### src/rtl/cmos_upload.sv
// rtl/cmos_upload.sv - serves the nibble-wide CMOS RAM to the HPS as packed bytes during an upload session
module cmos_upload #(
    parameter logic [7:0] INDEX = 8'd3,
    parameter int         BYTES = 128
) (
    input  logic        clk_sys,
    input  logic        reset,
    input  logic        ioctl_upload,
    input  logic [7:0]  ioctl_index,
    input  logic        ioctl_rd,
    input  logic [24:0] ioctl_addr,
    output logic [7:0]  ioctl_din,
    output logic        ioctl_wait,
    output logic [7:0]  ram_addr,
    input  logic [3:0]  ram_q,
    output logic        cpu_hold
);

    typedef enum logic [1:0] {IDLE, ISSUE_HI, CAP_LO, CAP_HI} state_t;

    state_t     state_q;
    logic [7:0] din_q;
    logic       wait_q;
    logic [7:0] ram_addr_q;
    logic [3:0] lo_q;
    logic       hold_q;
    logic       selected;
    logic       in_range;

    assign selected = ioctl_upload && (ioctl_index == INDEX);
    assign in_range = ioctl_addr < 25'(BYTES);

    always_ff @(posedge clk_sys) begin
        if (reset) begin
            state_q    <= IDLE;
            din_q      <= 8'h00;
            wait_q     <= 1'b0;
            ram_addr_q <= 8'h00;
            lo_q       <= 4'h0;
            hold_q     <= 1'b0;
        end else begin
            hold_q <= selected;
            if (state_q != IDLE && !selected) begin
                // Session dropped mid-transfer: release the HPS, keep the last byte.
                state_q <= IDLE;
                wait_q  <= 1'b0;
            end else begin
                case (state_q)
                    IDLE: begin
                        if (selected && ioctl_rd) begin
                            if (in_range) begin
                                ram_addr_q <= {ioctl_addr[6:0], 1'b0};
                                wait_q     <= 1'b1;
                                state_q    <= ISSUE_HI;
                            end else begin
                                din_q <= 8'hFF;
                            end
                        end
                    end
                    ISSUE_HI: begin
                        // Derived from the latched address so a moving ioctl_addr cannot tear the byte.
                        ram_addr_q <= {ram_addr_q[7:1], 1'b1};
                        state_q    <= CAP_LO;
                    end
                    CAP_LO: begin
                        lo_q    <= ram_q;
                        state_q <= CAP_HI;
                    end
                    CAP_HI: begin
                        din_q   <= {ram_q, lo_q};
                        wait_q  <= 1'b0;
                        state_q <= IDLE;
                    end
                    default: state_q <= IDLE;
                endcase
            end
        end
    end

    assign ioctl_din  = din_q;
    assign ioctl_wait = wait_q;
    assign ram_addr   = ram_addr_q;
    assign cpu_hold   = hold_q;

endmodule

### config.mk
export PLATFORM = sky130hd
export DESIGN_NAME = cmos_upload
export DESIGN_NICKNAME = d
export VERILOG_FILES = /design/src/rtl/cmos_upload.sv
export SDC_FILE = /design/constraint.sdc
export NUM_CORES = 1
export LEC_CHECK = 0
export BUFFER_PORTS_ARGS = -buffer_cell sky130_fd_sc_hd__buf_2
export CORE_MARGIN = 4
export CORE_UTILIZATION = 40
export DETAILED_ROUTE_END_ITERATION = 8
export PLACE_DENSITY = 0.7
export SYNTH_ARGS = -nofsm -noshare
export SYNTH_HDL_FRONTEND = slang
export SYNTH_SLANG_ARGS = --single-unit
### constraint.sdc
create_clock -name clk_sys -period 4.2 [get_ports clk_sys]
set_input_delay 0.84 -clock clk_sys [delete_from_list [all_inputs] [get_ports clk_sys]]
set_output_delay 0.84 -clock clk_sys [all_outputs]
set_load 0.02 [all_outputs]
# --- After elaboration in Yosys (flattened, before gate mapping) ---
# Cells that the tools add are included.
op_classes:
  order_cmp: 1
  n_eq_ne: 7
  mux: 12
  bitwise_logic: 2
  reduce_logical: 15
op_table:
  columns: ["cell", "n"]
  rows:
  - ["$mux W8", 4]
  - ["$pmux W8 S2", 2]
  - ["$lt A25 B8 Y1 const B", 1]
  - ["$eq A8 B2 Y1 const B", 1]
  - ["$pmux W2 S4", 1]
  - ["$reduce_and A4 Y1", 2]
  - ["$ne A2 B2 Y1 const B", 3]
  - ["$reduce_bool A2 Y1", 3]
  - ["$reduce_and A5 Y1", 1]
  - ["$eq A2 B2 Y1 const B", 2]
  - ["$mux W2", 2]
  - ["$reduce_and A2 Y1", 2]
  - ["$logic_and A1 B1 Y1", 3]
  - ["$reduce_and A3 Y1", 1]
  - ["$eq A2 B1 Y1 const B", 1]
  - ["$logic_not A2 Y1", 1]
  - ["$mux W1", 2]
  - ["$not A1 Y1", 2]
  - ["$pmux W1 S2", 1]
  - ["$reduce_or A2 Y1", 1]
  - ["$logic_not A1 Y1", 1]
totals:
  regBits: 24
  inputBits: 41
  out_inout_bits: 18
  word_cells: 44

# --- Logic depth before layout (Yosys ltp) ---
logic_depth:
  word_depth: 6
  depth_mapped: 7
  ltp_nobuf: 6

# --- Least setup slack after synthesis ---
# Ideal clock, no wire load.
synth_path:
  path_kind: "in2reg"
  start: "in ioctl_index[4]"
  end: "reg din_q[0] (netlist: ioctl_din[0])"
  setup_time_ns: 0.121
  arrival_ns: 2.360
  required_ns: 4.079
  slack_ns: 1.719
  cell_stages: 5
  path_buffers: 0
  cell_sequence: "or4b_1 nor4_4 nand2_2 o21ai_4 mux2_2"
synth_via:
  elab_chain_len: 6
  word_cells_on_any_way: 8
  classes_between: "2 x eq/ne; 1 x bitwise; 5 x reduce/logical"
synth_lines:
  columns: ["element", "line_no", "rtl"]
  rows:
  - ["from (decl)", "9", "input logic [7:0] ioctl_index,"]
  - ["$eq A8 B2 Y1 (*)", "30", "assign selected = ioctl_upload && (ioctl_index == INDEX);"]
  - ["$logic_and A1 B1 Y1 (*)", "30", null]
  - ["parallel branches: the longest is 3 deep, another holds $ne A2 B2 Y1", null, null]
  - ["$reduce_and A4 Y1 (no line) (*)", null, null]
  - ["to (signal assigned)", "70", "din_q <= {ram_q, lo_q};"]
  - ["to (decl)", "22", "logic [7:0] din_q;"]
# Every way passes the cells marked *.
# A chain may end at the register's enable or synchronous reset.

# --- Final worst setup path ---
# Ends and elaborated chain as after synthesis.

==> metrics.md <==
| Metric | Value |
|---|---|
| 1st-pass router iterations | 4 |
| WL per Instance | 12.6 um |
| Crit-path max cell delay | 560 ps |
| Largest net degree at the start of global routing | 34 |
| Period minus WS final | 2640 ps |
| Placer Congestion | 0.760 |
| Status | finished clean |
| M3 GR Usage | 4.57% |
| Count leader, synth | dfxtp_1 |
| Final max-slew violation count | 0 |
| Synth warn | 0 |
| Placement Rows | 20 |
| Die area | 0.00414 sq mm |
| Met2 Usage GRT | 26.9% |
| Number of global-route vias before repair | 1152 |
| Post-synth top cells | 24 x dfxtp_1, 12 x mux2i_1, 10 x inv_1, 10 x nand2_1 |
| Ranking of synthesized cells by area | dfxtp_1 38%, mux2i_1 9.5%, mux2_2 7.1%, ha_1 4.9%, nor2b_1 4.4% |
| Worst Max-Slew Pin Slew | 617 ps |
| Delay-heaviest family, CP | simple AND/OR/NAND/NOR gates |
| Height of the die | 64.3 um |
| Routed Wire Length | 2930 um |
| IO Count | 59 |
| Inserted Clock Buffers | 3 |
| Die X | 64.3 um |
| Worst path slowest cell | or4b_1 |
| Deepest clock path buffer count | 2 |
| Register clock-pin slew on the reported worst setup and hold paths | 130 ps |
| WP data required | 4420 ps |
| Worst EP arrival | 2860 ps |
| CTS Hold Bufs | 0 |
| Crit Path Category | in -> reg |
| Most used flip-flop cell after synthesis | dfxtp_1 |
| First-pass GRT wire length | 4960 um |
| FMAX | 378 MHz |
| Post-route DRC | 0 |
| Synthesis-to-layout area growth | 28.4% |
| Setup bufs post-CTS | 0 |
| Post-synth EDFFs | 0 |
| Overflow after GRT | 0 |
| WP buf/inv | 1 |
| Pwr per Cell Area | 274 mW/mm^2 |
| # setup viols final | 0 |
| Setup slack, reg-to-reg | 2250 ps |
| Initial Util | 41.6% |
| Post-route setup TNS | 0 ps |
| Total of max-cap violations | 0 |
| Synth unique cells | 33 |
| Initial antenna violation count | 0 |
| NumNets Final | 236 |
| Share of cells above drive strength 1 | 40.7% |
| Hold crit path type | reg -> reg |
| DR vias/cell | 4.88 |
| GRT Total Usage | 14.9% |
| FF+latch count, synth | 24 |
| Worst Clk Skew | 2.11 ps |
| Vias | 1136 |
| Busiest grt layer | met2 |
| Fin crit share | 62.9% |
| Layout fillers | 305 |
| CTS Root Cell | clkbuf_4 |
| Clock sinks | 24 |
| RSZ-0062 raised after global routing | no |
| Leak | 0.767 nW |
| Crit-path cells | buf_2, or4b_1, nor4_4, nand2_2, o21ai_4, mux2_2 |
| Max_slew headroom | 58.5% |
| Met1 global-route usage | 16.2% |
| Post-DP HPWL | 2360 um |
| Number of port buffers | 58 |
| Iter 0 DRT Violations | 3 |
| Yosys top cell area share | 37.8% |
| CTS tree | done |
| Average cell area after synthesis | 9.48 sq um |
| CP startpoint kind | input pin |
| CP endpoint kind | flop |
| Most area-hungry cell type in the Yosys netlist | dfxtp_1 |
| # diodes | 0 |
| Final Util | 53.4% |
| FFs w/ async S/R, synth | 0% |
| Post-route antenna net violation count | 0 |
| Syn nets | 180 |
| Maximum VDD drop | 0.000149 V |
| Seq/Total Area, Yosys | 37.8% |
| Worst-path maximum fanout | 13 |
| # H-tree levels | 1 |
| Post-CTS sizing | 0 |
| Core area | 0.00305 sq mm |
| Final Hold Fails | 0 |
| Post-Syn Area | 0.00127 sq mm |
| Post-Synthesis Cells | 134 |
| Clk Latency, worst-skew pair | 310 ps |
kinds of logic after synthesis:
group	Yosys count	share of synthesized area, %
AND/OR/NAND/NOR	48	23.9
adder cells (fa/ha/maj)	5	4.93
multiplexers	20	16.6
AO/OA/AOI/OAI	20	10.8
flip-flops	24	37.8
buffers and inverters	17	5.91
registers in the layout, summed over array words and instances (netlist names):
register	cells
lo_q	4
cpu_hold	1
state_q	2
ioctl_wait	1
ioctl_din	8
ram_addr	8
per-stage QoR:
| stage | cell area (sq um) | std cells | hold slack [ps] | setup slack, ps | total power (W) |
|---|---|---|---|---|---|
| final | 1630 | 233 | 482 | 1560 | 0.000447 |
| after global routing | 1630 | 233 | 507 | 1430 | 0.000472 |
| after CTS | 1630 | 233 | 485 | 1560 | 0.000455 |
| after detailed placement | 1580 | 229 | 467 | 1220 | 0.000287 |
| after global placement | 1580 | 229 | 457 | 1280 | 0.000285 |
| after floorplan | 1270 | 134 | 463 | 1720 | 0.000260 |
path summary, 6_finish.rpt:
path	to	cells after the start	startpoint
worst max-delay path	ioctl_din[0]$_SDFFE_PP0P_	6	ioctl_index[4]
worst min-delay path	ram_addr[7]$_SDFFE_PP0P_	2	ram_addr[7]$_SDFFE_PP0P_
worst max register to register	ioctl_din[0]$_SDFFE_PP0P_	6	state_q[1]$_SDFFE_PP0P_
worst min register to register	ram_addr[7]$_SDFFE_PP0P_	2	ram_addr[7]$_SDFFE_PP0P_
worst reg2reg max path, stage by stage (launching register included):
cell     delay, ps
dfxtp_1        410
inv_1          100
ha_1           310
nor2b_1        250
nand2_2        100
o21ai_4        300
mux2_2         380
cell usage in the layout, fill, tap and decap left out, drive strengths merged, types with 3 or more instances in the layout:
cell	instances
mux2i	12
ha	5
clkbuf	3
nor2b	9
a21oi	9
nand2	11
nand2b	8
buf	58
inv	10
nor4	5
nor2	6
mux2	8
dfxtp	24
routing by layer:
layer | vias up | part of all wire, %
met5 | - | 0
met4 | 0 | 0.99
met3 | 4 | 10
met2 | 45 | 49
met1 | 515 | 39
li1 | 572 | -
where the power goes:
group | switching [W] | total [W] | internal [W]
Sequential | 0.00000124 | 0.000231 | 0.000229
Combinational | 0.0000265 | 0.0000512 | 0.0000248
Clock | 0.0000685 | 0.000165 | 0.0000964
layout make-up:
cell class | count | area, sq um | share of cell area (%)
Inverter | 10 | 37.5 | 2.30
Clock buffer | 3 | 22.5 | 1.38
Tap cell | 44 | 55.1 | 3.38
Sequential cell | 24 | 480 | 29.5
Timing Repair Buffer | 58 | 290 | 17.8
Clock inverter | 1 | 30.0 | 1.84
Multi-Input combinational cell | 93 | 714 | 43.8
Power figures use the tool's default switching activity.
